===== src/rtl/alu_package.sv =====
// alu_package: shared ALU types and widths.
// Provides opcode_e, the driver FSM state enum, operand/result widths
// and the packed command record carried through the driver's FIFO.
package alu_package;
    localparam int OPND_W = 4;
    localparam int RES_W  = 5;
    typedef enum logic [1:0] {ADD, SUB, AND, OR} opcode_e;
    typedef enum logic [1:0] {IDLE, ISSUE, WAIT, RESP} alu_drv_state_e;
    typedef struct packed {
        opcode_e                   op;
        logic signed [OPND_W-1:0]  a;
        logic signed [OPND_W-1:0]  b;
    } alu_cmd_t;
endpackage


===== src/rtl/alu_cmd_fifo.sv =====
// alu_cmd_fifo: DEPTH-entry command buffer with wrapping pointers and occupancy count.
// Ports: clk, rst (async, active-low), push/din write side, pop/dout read side
// (dout shows the head entry), full/empty status decoded from the count.
module alu_cmd_fifo #(
    parameter int DEPTH = 4,
    parameter int W     = 8
) (
    input  logic         clk,
    input  logic         rst,
    input  logic         push,
    input  logic [W-1:0] din,
    input  logic         pop,
    output logic [W-1:0] dout,
    output logic         full,
    output logic         empty
);
    localparam int AW = $clog2(DEPTH);
    localparam logic [AW:0] FULL_CNT = (AW+1)'(DEPTH);
    logic [W-1:0]  mem [DEPTH];
    logic [AW-1:0] wr_ptr, rd_ptr;
    logic [AW:0]   count;
    logic          wr_en, rd_en;
    assign full  = count == FULL_CNT;
    assign empty = count == '0;
    assign dout  = mem[rd_ptr];
    assign wr_en = push && !full;
    assign rd_en = pop && !empty;
    always_ff @(posedge clk or negedge rst) begin
        if (!rst) begin
            wr_ptr <= '0;
            rd_ptr <= '0;
            count  <= '0;
        end else begin
            if (wr_en) wr_ptr <= wr_ptr + AW'(1);
            if (rd_en) rd_ptr <= rd_ptr + AW'(1);
            count <= count + (AW+1)'(wr_en) - (AW+1)'(rd_en);
        end
    end
    always_ff @(posedge clk) begin
        if (wr_en) mem[wr_ptr] <= din;
    end
endmodule


===== src/rtl/alu_driver.sv =====
// alu_driver: buffers ALU requests, issues them one at a time, returns tagged results.
// Ports: clk, rst (async, active-low); cmd_* request stream (cmd_ready = FIFO not full);
// rsp_* response stream (rsp_err = result mismatch flag); alu_en/alu_a/alu_b/alu_op to
// the ALU and alu_c back from it (valid the cycle after alu_en).
// Build option: define ALU_DRV_CHECK_EN to build the result-checking model for rsp_err;
// otherwise rsp_err is tied to 0.
module alu_driver
    import alu_package::*;
#(
    parameter int DEPTH = 4,
    parameter int TAG_W = 2
) (
    input  logic                     clk,
    input  logic                     rst,
    input  logic                     cmd_valid,
    output logic                     cmd_ready,
    input  logic signed [OPND_W-1:0] cmd_a,
    input  logic signed [OPND_W-1:0] cmd_b,
    input  opcode_e                  cmd_op,
    input  logic [TAG_W-1:0]         cmd_tag,
    output logic                     rsp_valid,
    input  logic                     rsp_ready,
    output logic signed [RES_W-1:0]  rsp_c,
    output logic [TAG_W-1:0]         rsp_tag,
    output logic                     rsp_err,
    output logic                     alu_en,
    output logic signed [OPND_W-1:0] alu_a,
    output logic signed [OPND_W-1:0] alu_b,
    output opcode_e                  alu_op,
    input  logic signed [RES_W-1:0]  alu_c
);
    localparam int PW = $bits(alu_cmd_t) + TAG_W;
    alu_drv_state_e   state;
    alu_cmd_t         head_cmd;
    logic [TAG_W-1:0] head_tag, tag_q;
    logic [PW-1:0]    head;
    logic             full, empty, pop;
    assign cmd_ready = !full;
    assign {head_cmd, head_tag} = head;
    // The next command is taken when idle, or straight out of RESP on the handshake
    // so back-to-back operations need no IDLE cycle.
    assign pop = !empty && (state == IDLE || (state == RESP && rsp_ready));
    alu_cmd_fifo #(.DEPTH(DEPTH), .W(PW)) u_fifo (
        .clk   (clk),
        .rst   (rst),
        .push  (cmd_valid),
        .din   ({cmd_op, cmd_a, cmd_b, cmd_tag}),
        .pop   (pop),
        .dout  (head),
        .full  (full),
        .empty (empty)
    );
    always_ff @(posedge clk or negedge rst) begin
        if (!rst) begin
            state     <= IDLE;
            alu_en    <= 1'b0;
            alu_a     <= '0;
            alu_b     <= '0;
            alu_op    <= ADD;
            tag_q     <= '0;
            rsp_valid <= 1'b0;
            rsp_c     <= '0;
            rsp_tag   <= '0;
        end else begin
            if (pop) begin
                alu_a  <= head_cmd.a;
                alu_b  <= head_cmd.b;
                alu_op <= head_cmd.op;
                tag_q  <= head_tag;
            end
            alu_en <= pop;
            case (state)
                IDLE:  state <= pop ? ISSUE : IDLE;
                ISSUE: state <= WAIT;
                WAIT: begin
                    state     <= RESP;
                    rsp_valid <= 1'b1;
                    rsp_c     <= alu_c;
                    rsp_tag   <= tag_q;
                end
                RESP: if (rsp_ready) begin
                    rsp_valid <= 1'b0;
                    state     <= pop ? ISSUE : IDLE;
                end
                default: state <= IDLE;
            endcase
        end
    end
`ifdef ALU_DRV_CHECK_EN
    logic signed [RES_W-1:0] ea, eb, exp_c;
    assign ea = {alu_a[OPND_W-1], alu_a};
    assign eb = {alu_b[OPND_W-1], alu_b};
    assign exp_c = alu_op == ADD ? ea + eb :
                   alu_op == SUB ? ea - eb :
                   alu_op == AND ? ea & eb :
                   alu_op == OR  ? ea | eb : '0;
    always_ff @(posedge clk or negedge rst) begin
        if (!rst) rsp_err <= 1'b0;
        else if (state == WAIT) rsp_err <= alu_c != exp_c;
    end
`else
    assign rsp_err = 1'b0;
`endif
endmodule


===== config.mk =====
export PLATFORM = sky130hd
export DESIGN_NAME = alu_driver
export DESIGN_NICKNAME = d
export VERILOG_FILES = /design/src/rtl/alu_package.sv /design/src/rtl/alu_cmd_fifo.sv /design/src/rtl/alu_driver.sv
export SDC_FILE = /design/constraint.sdc
export NUM_CORES = 1
export LEC_CHECK = 0
export CORE_ASPECT_RATIO = 1.5
export CORE_MARGIN = 2
export CORE_UTILIZATION = 49
export DETAILED_ROUTE_END_ITERATION = 16
export PLACE_DENSITY = 0.84
export SLEW_MARGIN = 20
export SYNTH_ARGS = -nofsm -noshare
export SYNTH_HDL_FRONTEND = slang
export SYNTH_SLANG_ARGS = --single-unit
export TNS_END_PERCENT = 5

===== constraint.sdc =====
create_clock -name clk -period 2.3 [get_ports clk]
set_clock_uncertainty 0.05 [all_clocks]
set_input_delay 0.46 -clock clk [delete_from_list [all_inputs] [get_ports clk]]
set_output_delay 0.46 -clock clk [all_outputs]
set_load 0.01 [all_outputs]

Word level (Yosys, flattened, before mapping):

Memory sizes are Yosys's and may differ from the RTL's. A register that Yosys moved wholly into a read port is not among the register bits.
Index checks and enable logic that the tools add are counted.

* memories kept: 1
* output and inout bits: 21
* bits in writable memories: 48
* word-level logic and storage cells: 37
* input port bits: 21
* register bits after elaboration: 18

* reduce and logical (&&, ||, !) cells: 12
* add/sub/neg operators: 4
* eq/ne operators: 5
* muxes and demuxes: 7

Memory list
* u_fifo.mem: depth 4, bits a word 12, rd ports 1, clocked after Yosys merged registers in 1, write ports 1, line alu_cmd_fifo.sv:19 `logic [W-1:0] mem [DEPTH];`

Operators by type and width (count)
* $pmux W2 S4: 1
* $add A2 B1 Y2 const B: 2
* $eq A2 B2 Y1 const B: 2
* $logic_and A1 B1 Y1: 4
* $mux W1: 4
* $add A3 B1 Y3: 1
* $eq A3 B3 Y1 const B: 1
* $logic_not A1 Y1: 3
* $logic_not A3 Y1: 1
* $sub A3 B1 Y3: 1
* $eq A2 B1 Y1 const B: 1
* $logic_not A2 Y1: 1
* $mux W2: 1
* $ne A2 B2 Y1 const B: 1
* $pmux W1 S2: 1
* $reduce_and A2 Y1: 1
* $reduce_bool A2 Y1: 1
* $logic_or A1 B1 Y1: 1

Logic depth before layout (Yosys ltp):

* depth after elaboration: 7
* depth in mapped cells: 10

Modules after synthesis:

A second synthesis with hierarchy kept.

* cell total of the unflattened synthesis: 167
* area, all modules: 3198.1 um^2

Modules (own cells, without submodules)
* alu_cmd_fifo: cells an instance 104, seq. area each 1616.6 um^2, times used 1, area each 2232.1 um^2
* alu_driver: cells an instance 63, seq. area each 575.6 um^2, times used 1, area each 965.9 um^2

Worst setup path after synthesis:

OpenSTA, ideal clock, no wires.

* path kind: reg-to-reg
* start: reg state[0]
* end: reg u_fifo.count[2]
* setup slack: -0.006 ns
* arrival: 2.133 ns
* required time: 2.127 ns
* buffers on the path: 1
* cell stages (with the launch flop): 10
* cell sequence: dfrtp_1 -> ha_1 -> a21oi_1 -> nor2_1 -> buf_6 -> ha_1 -> inv_1 -> ha_1 -> fa_1 -> xnor2_1

* cells in the longest elaborated chain, start to end: 6

RTL lines
* start: declaration: line alu_driver.sv:33 `alu_drv_state_e state;`
* start signal: assignment: line alu_driver.sv:73 `IDLE: state <= pop ? ISSUE : IDLE;`
* start signal: assignment: line alu_driver.sv:83 `state <= pop ? ISSUE : IDLE;`
* $eq A2 B2 Y1: line alu_driver.sv:42 `assign pop = !empty && (state == IDLE || (state == RESP && rsp_ready));`
* $logic_and A1 B1 Y1: line alu_driver.sv:42
* $logic_or A1 B1 Y1 *: line alu_driver.sv:42
* $logic_and A1 B1 Y1 *: line alu_driver.sv:42
* named net pop: line alu_driver.sv:37 `logic full, empty, pop;`
* $logic_and A1 B1 Y1 *: line alu_cmd_fifo.sv:27 `assign rd_en = pop && !empty;`
* $sub A3 B1 Y3 *: line alu_cmd_fifo.sv:36 `count <= count + (AW+1)'(wr_en) - (AW+1)'(rd_en);`
* end signal: assignment: line alu_cmd_fifo.sv:36
* end: declaration: line alu_cmd_fifo.sv:21 `logic [AW:0] count;`

Mark *: on every way through the listed nets, which the timed path passes. The rest lies on a longest branch.
A chain may end at the register's enable or synchronous reset.

Final worst setup path:

* start: reg state[0]
* end: reg u_fifo.count[2]

* cells in the longest elaborated chain, start to end: 6

RTL lines (line)
* $eq A2 B2 Y1: alu_driver.sv:42
* $logic_and A1 B1 Y1: alu_driver.sv:42
* $logic_or A1 B1 Y1 *: alu_driver.sv:42
* $logic_and A1 B1 Y1 *: alu_driver.sv:42
* $logic_and A1 B1 Y1 *: alu_cmd_fifo.sv:27
* $sub A3 B1 Y3 *: alu_cmd_fifo.sv:36

Mark *: on every way between the ends. The rest lies on a longest branch, timed or not.

==> metrics list <==
- The worst hold path terminates at rsp_c[1].
- Number of H-tree levels: 3
- The first global-routing pass estimated 8230 microns of wire.
- Beginning of the worst hold path: rsp_c[1]
* Die height: 102 microns
- For this run, the register share of the synthesized area comes to 0.704.
* Power Dens Cells: 1350 mW/mm^2
* Setup slack of the worst register-to-register path: 0.18 ns
- Maximum number of pins on one net before global-route repair: 31
- Switching power share of the total: 0.291
- Net switching component of the power: 1500 uW
- The count of nets left with antenna violations once routing finished came out at 0.
- Final period util: 0.921
* Nature of the critical path startpoint: flop
* RSZ-0062 raised after global routing: no
- The hold violation count in the final report came to 0.
* Logic pwr share: 0.384
* Ports: 42
- For this block, the initial DRC count from the detailed router was 88.
- Routability-driven placement finished with a final weighted congestion of between 0.6 and 0.7.
- Class of the worst hold path: flop to flop
- Synthesis produced a netlist with a net count of ~190.
- Distinct cell type count after synthesis: 29
* Number of synthesized register bits: just under 80
- The worst setup path is captured at a flop.
- Detailed-route wire length per cell: 17.0 microns
* Cell-internal power: 3670 uW
- Remaining global-route overflow: 0
- Die area: 0.00702 sq mm
* Result of the run: completed
* FF-to-FF Start: state[0]
- Maximum achievable frequency: 472 MHz
- The worst register-to-register path has a depth of 9.
- Part of the power in the clock network: 0.183
- Using the TritonRoute via totals, the vias-per-cell ratio works out to just over 5.
* Share of final-layout standard cells stronger than drive strength 1: 0.241
* Initial antenna violation count: 0
- # diodes: 0
* Number of buffers on the longest clock path: 2
* Gate count after technology mapping: 160
- The cell sitting at the root of the clock tree is a clkbuf_8.
- Category of the most critical setup path: flop to flop
- Pins Over Slew Limit: 0
- In the routed design, unresolved DRC markers number 0.
- WP data arrival: 2.29 ns
* Placeable core region: 0.00613 sq mm
- Worst IR drop on VDD: 0.680 mV
- For the pin with the worst max-slew slack, the measured transition is 0.588 ns.
- After clock tree synthesis, the clock-pin slew on the worst setup and hold paths is approximately 0.070 ns.
- The routed layout has approximately 1500 vias.
- Final-report setup violation count: 0
* Placed instance count: ~280
* Hold Path Stages: 1
* Pre-antenna DRT Iters: 4
* Post-layout worst setup margin: 0.183 ns
- Timing analysis after detailed placement gives a worst setup slack of -0.110 ns.
* Nets@finish: 246
- The routed design could run at a clock period as short as roughly 2.1 ns.
- Synth warnings: 0
- Finished Core Util: 0.623
* Floorplan row count: 35
- Cell Count, Final, Fillers Out: 294
* DPL Wire Length: 3480 microns
- After synthesis the cells add up to 0.00311 sq mm.
* CTS tree: done
- Layout Area Growth over Synthesis: 22.7%
- Of all nets on the critical path, the largest fanout is 3.
- Counting the buffers created by CTS gives 9.
* Horizontal die dimension: ~70 microns
- Worst Path Required: 2.47 ns
* Leakage component of the power: 0.00148 uW
- Number of I/O port buffers: 40
- The initial utilization of the core area, before any placement, comes to 0.508.
- For this design, the CTS-stage hold fixing added 0 buffers.
- At the later pin of the worst-skew pair, clock insertion delay measures approximately 0.33 ns.
- Reg-to-Reg End: u_fifo.count[2]
* Flop pwr share: 0.433
- Vias in the first global route: 1637
- Maximum Capacitance Violations: 0
- Overall routing resource usage: 0.158
- Relative slew slack: 0.608
- For this design, the sink count on the clock tree is 78.
- Total routed wirelength: 5000 microns
* Fillcell total: 448
- After synthesis, the mean cell area works out to 19.5 sq um.
==> kinds of logic (layout without fill, tap and decap cells) <==
group | Yosys count | after routing | synth area share
flops | 78 | 78 | 0.704
xor+xnor | 5 | 5 | 0.0141
mux | 32 | 32 | 0.174
other cells | 1 | 1 | 0.00120
simple gates | 13 | 13 | 0.0213
fa+ha+maj | 10 | 10 | 0.0426
compound gates | 6 | 6 | 0.0141
buf+inv | 15 | 75 | 0.0293
==> synthesized netlist by cell type, drive strengths merged <==
master,instances,area (sq um)
nor3,1,5.00
nor2,3,11.3
xor2,3,26.3
inv,9,33.8
dfrtp,30,751
o311ai,1,8.76
mux4,12,285
nor3b,1,7.51
a21boi,1,11.3
o22ai,1,6.26
and2,4,25.0
clkbuf,1,3.75
fa,1,20.0
ha,9,113
o21a,1,7.51
conb,1,3.75
buf,5,53.8
xnor2,2,17.5
o21ai,1,5.00
nand2,3,11.3
mux2,20,255
a21oi,1,5.00
edfxtp,48,1440
nand2b,1,6.26
==> final cells by class <==
| class | instances | area (sq um) | area share |
|---|---|---|---|
| well taps | 74 | 92.6 | 0.0242 |
| inverters | 9 | 33.8 | 0.00884 |
| clock buffers | 16 | 191 | 0.0501 |
| repair buffers | 50 | 475 | 0.124 |
| flip-flops and latches | 78 | 2190 | 0.573 |
| multi-input cells | 67 | 837 | 0.219 |
==> worst max-delay path by stage <==
| stage | startpoint | end | slack, ns | cells past startpoint |
|---|---|---|---|---|
| final | state[0] | u_fifo.count[2] | 0.18 | 9 |
| after global routing | state[0] | u_fifo.count[2] | 0.006 | 9 |
| after CTS | state[0] | u_fifo.count[2] | 0.15 | 8 |
| after detailed placement | rsp_ready | u_fifo.count[2] | -0.11 | 8 |
| after global placement | rsp_ready | u_fifo.count[2] | -0.09 | 8 |
| after floorplan | state[0] | u_fifo.count[2] | 0.04 | 9 |
==> placed cells by master (no fill, tap or decap) <==
cell             netlist  routed
edfxtp_1              48      48
clkdlybuf4s50_1        0      40
dfrtp_1               30      30
mux2_2                12      12
clkbuf_8               0      11
buf_4                  1      10
inv_1                  9       9
mux4_2                 8       8
mux2_4                 8       8
ha_1                   9       8
and2_1                 4       4
mux4_1                 4       4
clkbuf_1               1       4
nor2_1                 3       3
xor2_1                 3       3
nand2_1                3       3
xnor2_1                2       2
nor3_1                 1       1
a21oi_2                0       1
a21boi_2               1       1
nand2b_1               1       1
o311ai_0               1       1
o21a_1                 1       1
nor3b_1                1       1
o22ai_1                1       1
o21ai_0                1       1
fa_1                   1       1
ha_2                   0       1
conb_1                 1       1
clkbuf_16              0       1
==> state kept, by name, indices dropped and copies added (netlist names) <==
signal         count
u_fifo.rd_ptr      2
state              2
alu_en             1
tag_q              2
u_fifo.wr_ptr      2
rsp_valid          1
u_fifo.count       3
rsp_tag            2
rsp_c              5
alu_a              4
alu_op             2
u_fifo.mem        48
alu_b              4
==> power groups by stage <==
stage / combinational [uW] / sequential [uW] / clock [uW]
after floorplan: 1290 / 2250 / 0
after global placement: 1930 / 2240 / 0
after detailed placement: 2000 / 2270 / 0
after CTS: 2010 / 2240 / 978
after global routing: 2170 / 2290 / 1040
final: 1980 / 2240 / 948
==> critical path: stages (launching register included) <==
cell,delay (ns)
dfrtp_1,0.38
inv_1,0.07
ha_1,0.21
a21oi_2,0.13
nor2_1,0.07
ha_1,0.29
inv_1,0.04
ha_1,0.19
fa_1,0.43
xnor2_1,0.13
==> routing by layer <==
metal  global-route usage  vias to the layer above  share of wire  wire (microns)
met5                    0                        -              0               0
met4               0.0965                        0          0.012              62
met3               0.0328                        7          0.033             166
met2                0.289                       34           0.58            2900
met1                0.166                      766           0.38            1880
li1                     -                      709              -               -
==> per-stage QoR <==
stage | hold WS [ns] | area (sq um) | total power, uW | setup TNS (ns)
global route | 0.480 | 3820 | 5500 | 0
global placement | 0.439 | 3620 | 4170 | -0.0935
finish | 0.458 | 3820 | 5170 | 0
floorplan | 0.114 | 3120 | 3540 | 0
detailed placement | 0.445 | 3620 | 4280 | -0.124
CTS | 0.462 | 3810 | 5230 | 0
==> repair_timing <==
action                                 in CTS  in global routing
setup endpoints to repair                   0                  1
buffers inserted                            0                  1
endpoints found under the hold margin       0                  0
resized for setup                           0                  1
Power figures use the tool's default switching activity.
